**src/rtl/cpu_clk_pkg.sv**
```systemverilog
`default_nettype none
// +----------------------------------------------------------------------+
// | cpu_clk_pkg : mode encodings and divider states for cpu_clk_ctrl     |
// | Revision    : 1.0                                                    |
// +----------------------------------------------------------------------+
package cpu_clk_pkg;

  localparam logic [1:0] MODE_RUN   = 2'd0;
  localparam logic [1:0] MODE_STEP  = 2'd1;
  localparam logic [1:0] MODE_HALT  = 2'd2;
  localparam logic [1:0] MODE_UNTIL = 2'd3;

  typedef enum logic [1:0] {
    S_LOW  = 2'd0,
    S_HIGH = 2'd1,
    S_PARK = 2'd2
  } state_t;

endpackage
`default_nettype wire

```
**src/rtl/cpu_clk_ctrl_btn_debounce.sv**
```systemverilog
`default_nettype none
// +----------------------------------------------------------------------+
// | btn_debounce : 2-FF synchroniser plus stable-level debounce counter  |
// | Revision     : 1.0                                                   |
// +----------------------------------------------------------------------+
module btn_debounce #(
  parameter int DEBOUNCE_CYCLES = 500000
) (
  input  logic clk50M,
  input  logic rst,
  input  logic din,
  output logic dout,
  output logic rise
);

  localparam int CW = (DEBOUNCE_CYCLES > 1) ? $clog2(DEBOUNCE_CYCLES) : 1;
  localparam logic [CW-1:0] CNT_LAST = CW'(DEBOUNCE_CYCLES - 1);

  logic          r_sync1;
  logic          r_sync2;
  logic          r_dout;
  logic [CW-1:0] r_cnt;
  logic          w_accept;

  // The new level is accepted on the cycle it completes its stable run,
  // so rise fires one cycle ahead of dout changing.
  assign w_accept = (r_sync2 != r_dout) && (r_cnt == CNT_LAST);
  assign rise     = w_accept && r_sync2;
  assign dout     = r_dout;

  always_ff @(posedge clk50M or negedge rst) begin
    if (!rst) begin
      r_sync1 <= 1'b0;
      r_sync2 <= 1'b0;
      r_dout  <= 1'b0;
      r_cnt   <= '0;
    end else begin
      r_sync1 <= din;
      r_sync2 <= r_sync1;
      if (r_sync2 == r_dout) begin
        r_cnt <= '0;
      end else if (w_accept) begin
        r_cnt  <= '0;
        r_dout <= r_sync2;
      end else begin
        r_cnt <= r_cnt + CW'(1);
      end
    end
  end

endmodule
`default_nettype wire

```
**src/rtl/cpu_clk_ctrl.sv**
```systemverilog
`default_nettype none
// +----------------------------------------------------------------------+
// | cpu_clk_ctrl : divided CPU clock with run/step/halt/until modes      |
// | Revision     : 1.0                                                   |
// +----------------------------------------------------------------------+
module cpu_clk_ctrl #(
  parameter int CNT_WIDTH       = 24,
  parameter int CYC_WIDTH       = 32,
  parameter int DEBOUNCE_CYCLES = 500000
) (
  input  logic                 clk50M,
  input  logic                 rst,
  input  logic [CNT_WIDTH-1:0] speed,
  input  logic [1:0]           mode,
  input  logic                 step_btn,
  input  logic [CYC_WIDTH-1:0] run_limit,
  input  logic                 cnt_clr,
  output logic                 clk_cpu,
  output logic                 cpu_tick,
  output logic [CYC_WIDTH-1:0] cyc_cnt,
  output logic                 halted
);

  import cpu_clk_pkg::*;

  state_t               r_state;
  state_t               w_state_nxt;
  logic [CNT_WIDTH-1:0] r_cnt;
  logic [CNT_WIDTH-1:0] w_cnt_nxt;
  logic                 r_clk;
  logic                 w_clk_nxt;
  logic                 r_tick;
  logic [CYC_WIDTH-1:0] r_cyc;
  logic                 r_step_pend;
  logic                 w_step_level;
  logic                 w_step_rise;
  logic                 w_terminal;
  logic                 w_may_rise;
  logic                 w_do_rise;

  btn_debounce #(
    .DEBOUNCE_CYCLES(DEBOUNCE_CYCLES)
  ) u_step_debounce (
    .clk50M(clk50M),
    .rst   (rst),
    .din   (step_btn),
    .dout  (w_step_level),
    .rise  (w_step_rise)
  );

  assign w_terminal = (r_cnt >= speed);

  always_comb begin
    w_may_rise = 1'b0;
    case (mode)
      MODE_RUN:   w_may_rise = 1'b1;
      MODE_STEP:  w_may_rise = r_step_pend;
      MODE_UNTIL: w_may_rise = (r_cyc < run_limit);
      default:    w_may_rise = 1'b0;
    endcase
  end

  always_comb begin
    w_state_nxt = r_state;
    w_cnt_nxt   = r_cnt + CNT_WIDTH'(1);
    w_clk_nxt   = r_clk;
    w_do_rise   = 1'b0;
    case (r_state)
      S_LOW: begin
        if (w_terminal) begin
          w_cnt_nxt = '0;
          if (w_may_rise) begin
            w_state_nxt = S_HIGH;
            w_clk_nxt   = 1'b1;
            w_do_rise   = 1'b1;
          end else begin
            w_state_nxt = S_PARK;
          end
        end
      end
      // A high half always runs to completion, whatever the mode does.
      S_HIGH: begin
        if (w_terminal) begin
          w_state_nxt = S_LOW;
          w_clk_nxt   = 1'b0;
          w_cnt_nxt   = '0;
        end
      end
      S_PARK: begin
        w_cnt_nxt = '0;
        if (w_may_rise) begin
          w_state_nxt = S_HIGH;
          w_clk_nxt   = 1'b1;
          w_do_rise   = 1'b1;
        end
      end
      default: begin
        w_state_nxt = S_LOW;
        w_cnt_nxt   = '0;
        w_clk_nxt   = 1'b0;
      end
    endcase
  end

  always_ff @(posedge clk50M or negedge rst) begin
    if (!rst) begin
      r_state <= S_LOW;
      r_cnt   <= '0;
      r_clk   <= 1'b0;
      r_tick  <= 1'b0;
    end else begin
      r_state <= w_state_nxt;
      r_cnt   <= w_cnt_nxt;
      r_clk   <= w_clk_nxt;
      r_tick  <= w_do_rise;
    end
  end

  always_ff @(posedge clk50M or negedge rst) begin
    if (!rst) begin
      r_cyc <= '0;
    end else if (cnt_clr) begin
      r_cyc <= '0;
    end else if (w_do_rise && (r_cyc != {CYC_WIDTH{1'b1}})) begin
      r_cyc <= r_cyc + CYC_WIDTH'(1);
    end
  end

  // Presses arriving while a step is already pending are dropped.
  always_ff @(posedge clk50M or negedge rst) begin
    if (!rst) begin
      r_step_pend <= 1'b0;
    end else if (mode != MODE_STEP) begin
      r_step_pend <= 1'b0;
    end else if (w_do_rise) begin
      r_step_pend <= 1'b0;
    end else if (w_step_rise && !w_step_level) begin
      r_step_pend <= 1'b1;
    end
  end

  assign clk_cpu  = r_clk;
  assign cpu_tick = r_tick;
  assign cyc_cnt  = r_cyc;
  assign halted   = (r_state == S_PARK);

endmodule
`default_nettype wire
```
**config.mk**
```make
export PLATFORM = sky130hd
export DESIGN_NAME = cpu_clk_ctrl
export DESIGN_NICKNAME = d
export VERILOG_FILES = /design/src/rtl/cpu_clk_pkg.sv /design/src/rtl/cpu_clk_ctrl_btn_debounce.sv /design/src/rtl/cpu_clk_ctrl.sv
export SDC_FILE = /design/constraint.sdc
export NUM_CORES = 1
export LEC_CHECK = 0
export CELL_PAD_IN_SITES_DETAIL_PLACEMENT = 1
export CELL_PAD_IN_SITES_GLOBAL_PLACEMENT = 1
export CORE_MARGIN = 5
export CORE_UTILIZATION = 32
export CTS_CLUSTER_SIZE = 25
export DETAILED_ROUTE_END_ITERATION = 10
export PLACE_DENSITY = 0.73
export SLEW_MARGIN = 0
export SYNTH_ARGS = -nofsm -noshare
export SYNTH_HDL_FRONTEND = slang
export SYNTH_SLANG_ARGS = --single-unit
```
**constraint.sdc**
```tcl
create_clock -name clk50M -period 5.67 [get_ports clk50M]
set_input_delay 1.701 -clock clk50M [delete_from_list [all_inputs] [get_ports clk50M]]
set_output_delay 1.701 -clock clk50M [all_outputs]
set_load 0.03 [all_outputs]
```
==> results.sh, run 1 <==
export IMPL_status="finished clean"
export IMPL_reg2reg_from="cyc_cnt[2]$_DFFE_PN0P_"
export IMPL_power_density_nw_per_um2=236
export IMPL_initialDrtViolationCount=193
export IMPL_grt_antenna_before_repair=0
export IMPL_yosys_top_cells_area="dfrtp_1 38%, ha_1 13%, xor2_1 5.0%, nor2_1 4.6%, inv_1 4.5%"
export IMPL_cts_resized=0
export IMPL_fin_skew_ns=0.00441
export IMPL_synth_edf_count=0
export IMPL_post_route_period_util_pct=85.2
export IMPL_tns_ns=0
export IMPL_yosysWarnings=0
export IMPL_cp_arrival_ns=5.08
export IMPL_dp_cells=910
export IMPL_cp_slowest_cell="or4_1"
export IMPL_required_ns=5.92
export IMPL_cts_buffer_depth=2
export IMPL_initial_core_util_pct=32.7
export IMPL_p_leak_uw=0.00325
export IMPL_worstSetupEndpointType="register"
export IMPL_worstSkewPairLatency_ns=0.34
export IMPL_hold_class="register to register"
export IMPL_grt_pass1_wl_um=25000
export IMPL_die_area_um2=19700
export IMPL_fillCellCount=1945
export IMPL_port_buffers=96
export IMPL_io_pins=97
export IMPL_async_reset_ff_share_pct=100
export IMPL_drt_pass1_iter_count=4
export IMPL_cts_root_buffer="clkbuf_16"
export IMPL_gp_congestion=0.856
export IMPL_final_net_count=821
export IMPL_htreeDepth=3
export IMPL_postCtsHoldBufs=0
export IMPL_wl_per_cell_um=15.9
export IMPL_min_period_ns=4.83
export IMPL_crit_path_start="run_limit[2]"
export IMPL_synth_most_common_cell="dfrtp_1"
export IMPL_synth_area_leader_cell="dfrtp_1"
export IMPL_n_antenna_cell=0
export IMPL_synth_flop_cell="dfrtp_1"
export IMPL_drc_errors=0
export IMPL_synth_yosys_seq_area_share_pct=38.2
export IMPL_grt_pass1_vias=5219
export IMPL_vias_per_cell=5.11
export IMPL_rsz0062_at_grt="false"
export IMPL_finalHoldViolCount=0
export IMPL_max_stage_delay_ns=0.60
export IMPL_synth_seq_cells=83
export IMPL_postCtsSetupBuffers=0
export IMPL_critPathKind="input pin to register"
export IMPL_peakVddDrop_uv=145
export IMPL_synth_nets=728
export IMPL_cp_start_kind="input pin"
export IMPL_cts_sinks=83
export IMPL_synth_common_cells="83 x dfrtp_1, 66 x nor2_1, 65 x inv_1, 58 x ha_1, 42 x a21oi_1"
export IMPL_drv_cap=0
export IMPL_die_w_um=140
export IMPL_drive_gt1_share_pct=4.82
export IMPL_r2r_slack_ns=2.20
export IMPL_endpoint="cyc_cnt[19]$_DFFE_PN0P_"
export IMPL_syn_to_final_growth_pct=27.5
export IMPL_r2r_cells=10
export IMPL_whs_path_depth=0
export IMPL_netlist_area_leader_share_pct=38.2
export IMPL_final_max_slew_viol_count=0
export IMPL_p_total_uw=1640
export IMPL_setup_violations_final=0
export IMPL_die_h_um=140
export IMPL_fmax_mhz=207
export IMPL_syn_inst=608
export IMPL_path_max_fanout=36
export IMPL_vias=4733
export IMPL_postRouteAntennaNets=0
export IMPL_core_um2=16600
export IMPL_grt_overflow_total=0
export IMPL_grt_max_degree=84
export IMPL_rr_endpoint="cyc_cnt[19]$_DFFE_PN0P_"
export IMPL_clk_pin_slew_ns=0.06
export IMPL_stdcell_count=926
export IMPL_crit_chain="clkdlybuf4s50_1, inv_1, ha_1, a21o_1, a31oi_1, o21ai_0, a311oi_1, a2bb2oi_1, buf_4, nand3_4, or4_1, a21oi_1"
export IMPL_syn_avg_cell_area_um2=8.94
export IMPL_relSlewSlack_pct=27.4
export IMPL_track_usage_pct=15.2
export IMPL_detailedPlacementHpwl_um=11300
export IMPL_routed_wl_um=14800
export IMPL_cts_tree="done"
export IMPL_synth_cell_area_um2=5440
export IMPL_cts_buffers_inserted=9
export IMPL_worst_pin_slew_ns=1.09
export IMPL_fp_row_count=47
export IMPL_synth_cell_types=50
-- report_power, final --
group	switching [µW]	internal, µW	total [µW]
Combinational	182	150	332
Clock	224	378	601
Sequential	61.6	643	704
Total	467	1170	1640
-- cells by family (layout without fill, tap and decap cells) --
family,count (synthesis),count (layout),synth area share (%)
multiplexers,4,4,0.806
AO/OA/AOI/OAI,94,94,11.4
XOR/XNOR,45,45,7.25
flip-flops,83,83,38.2
adder cells (fa/ha/maj),58,58,13.4
AND/OR/NAND/NOR,242,242,23.3
buffers and inverters,82,180,5.73
-- registers in the layout, summed over array words and instances (netlist names), 2 cells and up --
signal / flops
cyc_cnt: 32
r_state: 2
r_cnt: 24
u_step_debounce.r_cnt: 19
-- layout make-up --
| class | count | area, µm² | share of cell area [%] |
|---|---|---|---|
| clock buffers | 15 | 278 | 4.01 |
| clock inverters | 1 | 30.0 | 0.433 |
| inverters | 65 | 244 | 3.52 |
| multi-input cells | 443 | 3050 | 44.0 |
| flip-flops and latches | 83 | 2080 | 30.0 |
| well taps | 220 | 275 | 3.97 |
| repair buffers | 99 | 981 | 14.2 |
-- per-layer routing --
layer / vias up / wire length [µm] / global-route usage [%]
met1: 2330 / 6710 / 19.4
met2: 80 / 7300 / 26.2
met4: 0 / 184 / 3.72
met3: 14 / 567 / 3.51
li1: 2309 / - / -
met5: - / 0 / 0
-- placed cells by master, fill, tap and decap left out, types with 4 or more instances in the layout --
cell type / n
nor2_1: 66
or3_1: 9
nand2_1: 34
inv_1: 65
a21oi_1: 42
dfrtp_1: 83
or4_1: 9
and4_1: 4
nand3_1: 35
and3_1: 29
clkdlybuf4s50_1: 95
a211oi_1: 4
xor2_1: 31
or2_2: 7
o31ai_1: 9
nor3_1: 6
buf_4: 4
nor4_1: 4
xnor2_1: 14
clkbuf_16: 9
a21o_1: 7
o21ai_0: 17
ha_1: 58
nand4_1: 24
-- per-stage QoR --
stage	area, µm²	setup WS, ns	util [%]	hold WS, ns
after floorplan	5440	1.63	-	0.331
after global placement	6620	0.631	39.8	0.346
after detailed placement	6620	0.499	39.8	0.348
after CTS	6930	0.848	41.7	0.369
after global routing	6930	0.612	41.7	0.386
final	6930	0.839	41.7	0.363
-- worst min path at each step --
stage	end	from
floorplan	u_step_debounce.r_sync2$_DFF_PN0_	u_step_debounce.r_sync1$_DFF_PN0_
global placement	u_step_debounce.r_sync2$_DFF_PN0_	u_step_debounce.r_sync1$_DFF_PN0_
detailed placement	u_step_debounce.r_sync2$_DFF_PN0_	u_step_debounce.r_sync1$_DFF_PN0_
CTS	u_step_debounce.r_sync2$_DFF_PN0_	u_step_debounce.r_sync1$_DFF_PN0_
global route	u_step_debounce.r_sync2$_DFF_PN0_	u_step_debounce.r_sync1$_DFF_PN0_
finish	u_step_debounce.r_sync2$_DFF_PN0_	u_step_debounce.r_sync1$_DFF_PN0_
-- critical path: cells and delay by family --
| kind | cells | cell delay, ns |
|---|---|---|
| buffers and inverters | 3 | 0.72 |
| adders and majority gates | 1 | 0.30 |
| and+or+nand+nor | 2 | 0.90 |
| AOI/OAI and AO/OA | 6 | 1.44 |
Power figures use the tool's default switching activity.
==> run 2, diff against run 1 <==
--- a/config.mk
+++ b/config.mk
@@ -11,8 +11,10 @@
 export CORE_UTILIZATION = 32
 export CTS_CLUSTER_SIZE = 25
 export DETAILED_ROUTE_END_ITERATION = 10
-export PLACE_DENSITY = 0.73
-export SLEW_MARGIN = 0
+export MAX_ROUTING_LAYER = met4
+export PLACE_DENSITY = 0.72
+export SLEW_MARGIN = 20
 export SYNTH_ARGS = -nofsm -noshare
 export SYNTH_HDL_FRONTEND = slang
+export SYNTH_HIERARCHICAL = 1
 export SYNTH_SLANG_ARGS = --single-unit
==> run 2 against run 1 <==
Compared with the run above: first-iteration DRC count is 20% higher; die area is 4.0% higher; via count is 7.6% higher; final area is 3.9% higher; sequential share of layout area is 1.1 points lower; register-to-register slack hardly changed; critical path type unchanged; highest routed layer unchanged.
==> results.sh, run 2 <==
export IMPL_async_reset_ff_share_pct=100
export IMPL_status="finished clean"
export IMPL_synth_area_leader_cell="dfrtp_1"
export IMPL_grt_overflow_total=0
export IMPL_gp_congestion=0.799
export IMPL_fp_row_count=48
export IMPL_path_max_fanout=15
export IMPL_p_leak_uw=0.00330
export IMPL_cp_start_kind="input pin"
export IMPL_largest_register_ffs=32
export IMPL_n_antenna_cell=0
export IMPL_synth_seq_cells=83
export IMPL_die_h_um=143
export IMPL_required_ns=5.92
export IMPL_track_usage_pct=17.2
export IMPL_fin_skew_ns=0.00588
export IMPL_final_max_slew_viol_count=0
export IMPL_worstSetupEndpointType="register"
export IMPL_vias_per_cell=5.35
export IMPL_fmax_mhz=205
export IMPL_drive_gt1_share_pct=6.73
export IMPL_final_net_count=843
export IMPL_post_route_period_util_pct=85.8
export IMPL_fillCellCount=1995
export IMPL_routed_wl_um=16200
export IMPL_wl_per_cell_um=17.0
export IMPL_vias=5094
export IMPL_final_cell_mix="95 x clkdlybuf4s50_1, 83 x dfrtp_1, 74 x nor2_1, 67 x inv_1, 58 x ha_1"
export IMPL_cts_tree="done"
export IMPL_htreeDepth=3
export IMPL_postRouteAntennaNets=0
export IMPL_grt_pass1_wl_um=27700
export IMPL_grt_max_degree=48
export IMPL_synth_most_common_cell="dfrtp_1"
export IMPL_detailedPlacementHpwl_um=12500
export IMPL_peakVddDrop_uv=160
export IMPL_grt_antenna_before_repair=0
export IMPL_cts_resized=0
export IMPL_critPathKind="input pin to register"
export IMPL_worst_pin_slew_ns=0.979
export IMPL_cts_root_buffer="clkbuf_16"
export IMPL_die_w_um=143
export IMPL_clk_pin_slew_ns=0.06
export IMPL_yosysWarnings=6
export IMPL_die_area_um2=20500
export IMPL_hold_class="register to register"
export IMPL_yosys_top_cells_area="dfrtp_1 37%, ha_1 13%, nor2_1 4.9%, inv_1 4.4%, a21oi_1 3.4%"
export IMPL_syn_to_final_growth_pct=27.0
export IMPL_synth_common_cells="83 x dfrtp_1, 74 x nor2_1, 67 x inv_1, 58 x ha_1, 39 x a21oi_1"
export IMPL_cts_buffer_depth=2
export IMPL_synth_yosys_seq_area_share_pct=36.6
export IMPL_drt_pass1_iter_count=4
export IMPL_io_pins=97
export IMPL_synth_cell_area_um2=5670
export IMPL_syn_inst=626
export IMPL_core_um2=17400
export IMPL_syn_avg_cell_area_um2=9.06
export IMPL_cp_arrival_ns=5.12
export IMPL_finalHoldViolCount=0
export IMPL_postCtsHoldBufs=0
export IMPL_final_core_utilization_pct=41.5
export IMPL_cts_buffers_inserted=9
export IMPL_cts_sinks=83
export IMPL_drc_errors=0
export IMPL_seqCellArea_um2=2080
export IMPL_layout_commonest_cell="clkdlybuf4s50_1"
export IMPL_synth_flop_cell="dfrtp_1"
export IMPL_drv_cap=0
export IMPL_synth_cell_types=66
export IMPL_stdcell_count=953
export IMPL_rsz0062_at_grt="false"
export IMPL_dp_cells=937
export IMPL_netlist_area_leader_share_pct=36.6
export IMPL_synth_edf_count=0
export IMPL_grt_pass1_vias=5656
export IMPL_tns_ns=0
export IMPL_power_density_nw_per_um2=236
export IMPL_relSlewSlack_pct=34.5
export IMPL_setup_violations_final=0
export IMPL_initialDrtViolationCount=232
export IMPL_min_period_ns=4.87
export IMPL_initial_core_util_pct=32.7
export IMPL_port_buffers=96
export IMPL_worstSkewPairLatency_ns=0.34
export IMPL_postCtsSetupBuffers=0
export IMPL_multi_input_area_um2=3260
export IMPL_synth_nets=746
==> run 2: cell count changes in the layout (fill, tap and decap cells not counted), sizes merged, moves of 6 or more <==
cell / delta
nor4: +7
nand3: -8
or2: -6
nor2: +8
xor2: -9
and3: -17
xnor2: +6
nor3: +8
==> run 2: cells by family (layout without fill, tap and decap cells) <==
group / Yosys count / count (layout) / synth area share (%)
adder cells (fa/ha/maj): 58 / 58 / 12.8
multiplexers: 9 / 9 / 1.83
XOR/XNOR: 42 / 42 / 6.49
buffers and inverters: 84 / 186 / 5.96
flip-flops: 83 / 83 / 36.6
AND/OR/NAND/NOR: 250 / 250 / 24.0
AO/OA/AOI/OAI: 100 / 100 / 12.3
==> run 2: worst paths after layout <==
kind	start	to	slack, ns	depth (start not counted)
setup / recovery	run_limit[9]	cyc_cnt[12]$_DFFE_PN0P_	0.80	12
hold / removal	u_step_debounce/r_sync1$_DFF_PN0_	u_step_debounce/r_sync2$_DFF_PN0_	0.35	0
setup reg to reg	cyc_cnt[9]$_DFFE_PN0P_	cyc_cnt[12]$_DFFE_PN0P_	2.19	10
hold reg to reg	u_step_debounce/r_sync1$_DFF_PN0_	u_step_debounce/r_sync2$_DFF_PN0_	0.35	0
max in group asynchronous	rst	r_cnt[3]$_DFF_PN0_	3.33	2
min in group asynchronous	rst	r_cnt[15]$_DFF_PN0_	1.31	1
==> run 2: routing by layer <==
| metal | up-vias | wire [µm] | GRT usage [%] |
|---|---|---|---|
| li1 | 2417 | - | - |
| met1 | 2552 | 6980 | 19.5 |
| met5 | - | 0 | - |
| met3 | 29 | 574 | 4.22 |
| met2 | 96 | 8290 | 30.1 |
| met4 | 0 | 323 | 4.85 |
==> run 2: worst max-delay path: stages <==
cell             delay, ns
clkdlybuf4s50_1       0.45
inv_1                 0.04
ha_1                  0.30
a21oi_1               0.15
o21ai_0               0.11
a221o_1               0.36
a41o_1                0.26
a31oi_1               0.33
nand2b_1              0.39
buf_4                 0.32
or4_1                 0.51
a21oi_1               0.19
==> run 2: area by class of cell <==
class	instances	share of cell area, %
clock buffer	12	3.56
clock inverter	4	1.01
inverter	68	3.54
multi-input combinational	459	45.2
sequential	83	28.8
tap	225	3.91
timing repair buffer	102	13.9
==> run 2: metrics by stage <==
stage	hold slack (ns)	total power [µW]	area, µm²	worst slack, ns
2_1_floorplan	0.331	911	5670	1.65
3_3_place_gp	0.336	1040	6870	0.696
3_5_place_dp	0.336	1060	6870	0.466
4_1_cts	0.350	1720	7200	0.823
5_1_grt	0.364	1790	7200	0.550
6_report	0.348	1700	7200	0.803
==> run 2: report_power, final <==
| part | switching [µW] | internal [µW] | leakage, µW |
|---|---|---|---|
| clock network | 242 | 410 | 0.000159 |
| registers | 66.6 | 641 | 0.00114 |
| logic | 180 | 159 | 0.00201 |
==> run 3, diff against run 2 <==
--- a/config.mk
+++ b/config.mk
@@ -13,8 +13,10 @@
 export DETAILED_ROUTE_END_ITERATION = 10
 export MAX_ROUTING_LAYER = met4
 export PLACE_DENSITY = 0.72
+export RECOVER_POWER = 50
 export SLEW_MARGIN = 20
 export SYNTH_ARGS = -nofsm -noshare
 export SYNTH_HDL_FRONTEND = slang
 export SYNTH_HIERARCHICAL = 1
 export SYNTH_SLANG_ARGS = --single-unit
+export TNS_END_PERCENT = 10
==> run 3 against run 2 <==
Compared with the run above: the flow now finishes with violations (capacitance limit, slew limit); sequential cell count unchanged; register-to-register slack got worse by 0.04 ns; clock power about the same; clock skew decreased by 0.00097 ns; worst setup slack improved by 0.00096 ns; cell count unchanged; largest cell class unchanged; largest power group unchanged.
==> results.sh, run 3 (same netlist as run 2, synthesis figures left out) <==
export IMPL_status="finished with violations"
export IMPL_violations="capacitance limit, slew limit"
export IMPL_final_max_slew_viol_count=56
export IMPL_die_h_um=143
export IMPL_peakVddDrop_uv=160
export IMPL_drt_pass1_iter_count=4
export IMPL_holdPathEnd="u_step_debounce/r_sync2$_DFF_PN0_"
export IMPL_postCtsSetupBuffers=0
export IMPL_r2r_slack_ns=2.15
export IMPL_power_density_nw_per_um2=237
export IMPL_fmax_mhz=205
export IMPL_r2r_cells=4
export IMPL_syn_to_final_growth_pct=26.3
export IMPL_hold_class="register to register"
export IMPL_die_area_um2=20500
export IMPL_tns_ns=0
export IMPL_rsz0062_at_grt="false"
export IMPL_worst_pin_slew_ns=2.84
export IMPL_clk_pin_slew_ns=0.06
export IMPL_drive_gt1_share_pct=6.04
export IMPL_worstSetupEndpointType="register"
export IMPL_vias_per_cell=5.34
export IMPL_layout_commonest_cell="clkdlybuf4s50_1"
export IMPL_required_ns=5.92
export IMPL_gp_congestion=0.799
export IMPL_fp_row_count=48
export IMPL_grt_max_degree=48
export IMPL_cts_sinks=83
export IMPL_cts_root_buffer="clkbuf_16"
export IMPL_track_usage_pct=17.2
export IMPL_cp_arrival_ns=5.12
export IMPL_cts_buffers_inserted=9
export IMPL_io_pins=97
export IMPL_routed_wl_um=16200
export IMPL_grt_pass1_vias=5656
export IMPL_reg2reg_from="u_step_debounce/r_cnt[0]$_DFF_PN0_"
export IMPL_wl_per_cell_um=17.0
export IMPL_initialDrtViolationCount=255
export IMPL_p_leak_uw=0.00328
export IMPL_drv_cap=2
export IMPL_cp_start_kind="input pin"
export IMPL_worstSkewPairLatency_ns=0.34
export IMPL_grt_pass1_wl_um=27700
export IMPL_finalHoldViolCount=0
export IMPL_cts_tree="done"
export IMPL_postRouteAntennaNets=0
export IMPL_relSlewSlack_pct=-91.9
export IMPL_cts_buffer_depth=2
export IMPL_final_cell_mix="94 x clkdlybuf4s50_1, 83 x dfrtp_1, 74 x nor2_1, 67 x inv_1, 58 x ha_1"
export IMPL_drc_errors=0
export IMPL_whs_path_depth=0
export IMPL_min_period_ns=4.87
export IMPL_die_w_um=143
export IMPL_n_antenna_cell=0
export IMPL_setup_violations_final=0
export IMPL_fin_skew_ns=0.00491
export IMPL_vias=5089
export IMPL_initial_core_util_pct=32.7
export IMPL_hold_path_startpoint="u_step_debounce/r_sync1$_DFF_PN0_"
export IMPL_largest_register_ffs=32
export IMPL_grt_overflow_total=0
export IMPL_port_buffers=96
export IMPL_htreeDepth=3
export IMPL_rr_endpoint="u_step_debounce/r_cnt[13]$_DFF_PN0_"
export IMPL_critPathKind="input pin to register"
export IMPL_detailedPlacementHpwl_um=12500
export IMPL_post_route_period_util_pct=85.8
export IMPL_grt_antenna_before_repair=0
export IMPL_fin_hold_ws_ns=0.348
export IMPL_postCtsHoldBufs=0
export IMPL_final_net_count=843
export IMPL_path_max_fanout=15
export IMPL_cts_resized=0
export IMPL_core_um2=17400
==> run 3: power breakdown <==
| part | leakage (µW) | internal (µW) | total (µW) | switching (µW) |
|---|---|---|---|---|
| registers | 0.00114 | 641 | 708 | 66.5 |
| clock network | 0.000159 | 409 | 650 | 241 |
| logic | 0.00198 | 158 | 338 | 180 |
| total | 0.00328 | 1210 | 1700 | 487 |
==> run 3: final cells by class <==
type	count	area [µm²]
fill	1997	10200
multi-input combinational	459	3230
sequential	83	2080
timing repair buffer	102	997
tap	225	282
clock buffer	12	256
inverter	68	255
clock inverter	4	72.6
==> run 3: worst max-delay path by stage <==
stage	from	to	slack [ns]	depth (start not counted)
floorplan	run_limit[9]	cyc_cnt[24]$_DFFE_PN0P_	1.65	12
global placement	run_limit[9]	cyc_cnt[5]$_DFFE_PN0P_	0.70	12
detailed placement	run_limit[9]	cyc_cnt[9]$_DFFE_PN0P_	0.47	12
CTS	run_limit[9]	cyc_cnt[12]$_DFFE_PN0P_	0.82	12
global route	run_limit[9]	cyc_cnt[14]$_DFFE_PN0P_	0.55	12
finish	run_limit[9]	cyc_cnt[12]$_DFFE_PN0P_	0.80	12
==> run 3: metal layers <==
metal / GRT usage (%) / vias to the layer above / share of wire [%]
met3: 4.22 / 31 / 3.6
met5: - / - / 0
li1: - / 2414 / -
met4: 4.85 / 0 / 2.0
met2: 30.1 / 94 / 52
met1: 19.5 / 2550 / 43
==> run 3: metrics by stage <==
stage	cell area, µm²	utilization (%)	total power (µW)	setup WS (ns)	std cells
6_report	7170	41.3	1700	0.803	953
5_1_grt	7170	41.3	1790	0.550	953
4_1_cts	7200	41.5	1720	0.823	953
3_5_place_dp	6870	39.6	1060	0.466	937
3_3_place_gp	6870	39.6	1040	0.696	937
2_1_floorplan	5670	-	911	1.65	626
==> run 3: critical path, stage by stage <==
cell             delay [ns]
clkdlybuf4s50_1        0.45
inv_1                  0.04
ha_1                   0.30
a21oi_1                0.15
o21ai_0                0.11
a221o_1                0.36
a41o_1                 0.26
a31oi_1                0.32
nand2b_1               0.39
buf_4                  0.32
or4_1                  0.51
a21oi_1                0.19
==> edit 1 (flow settings as in run 1) <==
Put one more register stage on the output `cpu_tick`, cleared by the reset. The value now appears one clock later. The other outputs are not delayed to match.
--- a/src/rtl/cpu_clk_ctrl.sv
+++ b/src/rtl/cpu_clk_ctrl.sv
@@ -141,5 +141,11 @@
 
   assign clk_cpu  = r_clk;
-  assign cpu_tick = r_tick;
+  always_ff @(posedge clk50M or negedge rst) begin
+    if (!rst) begin
+      cpu_tick <= '0;
+    end else begin
+      cpu_tick <= r_tick;
+    end
+  end
   assign cyc_cnt  = r_cyc;
   assign halted   = (r_state == S_PARK);
Behaviour: not the same (a bounded check fails within 4 cycles, from zero or initial values and one cycle with rst low).
==> edit 1 against run 1 <==
Routed wire length increased by 3.2%. Largest cell class unchanged. Cell count up 0.22%. Sequential share of layout area increased by 0.14 points. Fmax rose by 4.0%. Total power up 3.3%. Setup slack improved by 0.18 ns. Critical endpoint is now cyc_cnt[11]. Synthesized cell count up 0.16%. Register-to-register slack gained 0.25 ns. Synthesized area up 0.46%. Non-clock buffer count rose by 1. Sequential cell count up 1. Design area rose by 0.74%.
==> edit 1: results (changes against run 1) <==
[finish]
layout-drive-gt1-share_pct=5.37  ; was 4.82%
nets=823  ; was 821
multi_input_area_share_pct=43.6  ; was 44.0%
seq_share_pct=30.1  ; was 30.0%
design.seq.count=84  ; was 83
layoutNonFillerInstCount=928  ; was 926
clock_area_share_pct=4.68  ; was 4.44%
fillers=1942  ; was 1945
clkbuf_count=10  ; was 15
bufAreaShareNonClock_pct=14.2  ; about the same

[sta]
skew_ns=0.00522  ; was 0.00441 ns
finalCriticalPeriod_ns=4.65  ; was 4.83 ns
timing.hold.ws_ns=0.361  ; was 0.363 ns
tightestPinTransition_ns=1.08  ; was 1.09 ns

[drt]
wire_per_inst_um=16.4  ; was 15.9 µm
vias=4760  ; was 4733
dr.pass1.iters=6  ; was 4
met3WireLength_um=625  ; was 567 µm
met2_wirelength_mm=7.52  ; was 7.30 mm

[worst_setup_path]
r2r_slack_ns=2.45  ; was 2.20 ns
arrival_ns=4.91  ; was 5.08 ns
reg2reg_from=r_cnt[11]  ; was cyc_cnt[2]
crit_end=cyc_cnt[11]  ; was cyc_cnt[19]
cp-startpoint=speed[5]  ; was run_limit[2]

[placement]
pre_cts_slack_ns=0.665  ; was 0.499 ns
hpwl_mm=11.7  ; was 11.3 mm
postPlaceCellArea_um2=6660  ; was 6620 µm²

[pwr]
vdd.ir_drop.worst_v=0.000160  ; was 0.000145 V
leakagePower_nw=3.27  ; was 3.25 nW

[grt]
grt_util_met2_pct=27.7  ; was 26.2%
grt_use_met3_pct=3.18  ; was 3.51%
grt_pass1_wl_mm=26.0  ; was 25.0 mm
grt_pass1_vias=5323  ; was 5219
grt.met1_usage_pct=19.9  ; was 19.4%

[synth]
seq_area_frac_synth_pct=38.5  ; was 38.2%
syn_avg_cell_area_um2=8.97  ; was 8.94 µm²

[run_status]
status=complete, no violations  ; unchanged

## edit 1: cell types whose count changed after synthesis
| cell | run 1 | this run |
|---|---|---|
| dfrtp_1 | 83 | 84 |
## edit 1: kinds of logic (layout without fill, tap and decap cells)
| group | count (synthesis) | after routing | synth area share, % |
|---|---|---|---|
| flip-flops | 84 | 84 | 38.5 |
| AO/OA/AOI/OAI | 94 | 94 | 11.3 |
| AND/OR/NAND/NOR | 242 | 242 | 23.1 |
| adder cells (fa/ha/maj) | 58 | 58 | 13.3 |
| XOR/XNOR | 45 | 45 | 7.22 |
| buffers and inverters | 82 | 181 | 5.71 |
| multiplexers | 4 | 4 | 0.802 |
## edit 1: report_power, final
group          total (W)  internal (W)  switching [W]
sequential      0.000716      0.000650      0.0000652
clock           0.000645      0.000397       0.000248
combinational   0.000332      0.000151       0.000181
==> edit 2 (settings of run 1) <==
Without the edit above. Set the parameter `CNT_WIDTH` to 48 (it was 24).
--- a/src/rtl/cpu_clk_ctrl.sv
+++ b/src/rtl/cpu_clk_ctrl.sv
@@ -5,5 +5,5 @@
 // +----------------------------------------------------------------------+
 module cpu_clk_ctrl #(
-  parameter int CNT_WIDTH       = 24,
+  parameter int CNT_WIDTH       = 48,
   parameter int CYC_WIDTH       = 32,
   parameter int DEBOUNCE_CYCLES = 500000
Interface: changed (resized speed); port bits go from 97 to 121. The function was not compared with the original's and may differ.
==> edit 2 against run 1 <==
Via count increased by 31%. Global-route usage decreased by 0.32 points. Routed wire length increased by 31%. Clock power increased by 9.8%. Critical path type unchanged. Synthesized area increased by 35%. Critical endpoint is now cyc_cnt[8]. Setup slack got worse by 0.12 ns. Sequential share of layout area decreased by 0.52 points. Total power decreased by 3.7%. Design area increased by 31%. Sequential cell count increased by 24. Non-clock buffer count increased by 26. Count of clock-buffer cells in the layout unchanged. Largest power group unchanged. Cell count increased by 32%.
==> edit 2: results (changes against run 1) <==
[run_status]
status=complete, no violations  ; unchanged

[grt]
grt_use_met3_pct=3.04  ; was 3.51%
grt.met1_usage_pct=19.5  ; was 19.4%
grt_util_met2_pct=25.3  ; was 26.2%
grt_antenna_before_repair=1  ; was 0
grt_pass1_vias=6535  ; was 5219

[worst_setup_path]
crit_fanout=31  ; was 36
cp-startpoint=speed[21]  ; was run_limit[2]
arrival_ns=5.19  ; was 5.08 ns
cp_slowest_cell=or3_2  ; was or4_1
reg2reg_from=r_cnt[21]  ; was cyc_cnt[2]

[sta]
timing.hold.ws_ns=0.373  ; was 0.363 ns
finalCriticalPeriod_ns=4.95  ; was 4.83 ns
skew_ns=0.00699  ; was 0.00441 ns
tightestPinTransition_ns=0.923  ; was 1.09 ns

[placement]
hpwl_mm=15.0  ; was 11.3 mm
pre_cts_slack_ns=0.343  ; was 0.499 ns
gp_congestion=0.763  ; was 0.856
port-buffer-count=120  ; was 96

[finish]
nets=1104  ; was 821
largest_register_ffs=48  ; was 32
bufAreaShareNonClock_pct=13.6  ; was 14.2%
clock_area_share_pct=3.38  ; was 4.44%
layout-drive-gt1-share_pct=5.84  ; was 4.82%
fillers=2638  ; was 1945
seq_share_pct=29.4  ; was 30.0%

[drt]
highest_layer=met5  ; was met4
viasPerCell=5.07  ; was 5.11
wl_met1_mm=9.07  ; was 6.71 mm
drtIter0Drc=240  ; was 193
met3WireLength_um=767  ; was 567 µm
met2_wirelength_mm=9.27  ; was 7.30 mm

[synth]
ys_types=64  ; was 50
seq_area_frac_synth_pct=36.5  ; was 38.2%
synthTopCellsByCount=dfrtp_1 (107), inv_1 (95), nor2_1 (95), ha_1 (82), nand2_1 (56)  ; was dfrtp_1 (83), nor2_1 (66), inv_1 (65), ha_1 (58), a21oi_1 (42)
synth_xor_area_share_pct=7.41  ; was 7.25%
synthCells=821  ; was 608
synth_compound_area_share_pct=10.1  ; was 11.4%
synthMuxAreaShare_pct=1.83  ; was 0.806%

[pwr]
vdd.ir_drop.worst_v=0.000109  ; was 0.000145 V
leakagePower_nw=4.38  ; was 3.25 nW

[clock_tree]
insertion_delay_ns=0.36  ; was 0.34 ns

==> edit 2: stage by stage <==
step | cell area [µm²] | power (W)
5_1_grt | 9090 | 0.00165
6_report | 9090 | 0.00158
3_3_place_gp | 8790 | 0.000931
3_5_place_dp | 8790 | 0.000936
4_1_cts | 9090 | 0.00160
2_1_floorplan | 7330 | 0.000842
==> edit 2: path summary, 6_finish.rpt <==
path / to / cells past startpoint
hold / removal: u_step_debounce.r_sync2 / 0
setup reg to reg: cyc_cnt[8] / 9
setup / recovery: cyc_cnt[8] / 11
min in group asynchronous: cyc_cnt[2] / 1
max in group asynchronous: u_step_debounce.r_cnt[1] / 2
hold reg to reg: u_step_debounce.r_sync2 / 0
==> edit 2: report_power, final <==
| group | leakage (nW) | switching (W) | internal (W) |
|---|---|---|---|
| clock network | 0.150 | 0.000280 | 0.000380 |
| logic | 2.76 | 0.0000691 | 0.0000791 |
| registers | 1.48 | 0.00000348 | 0.000766 |
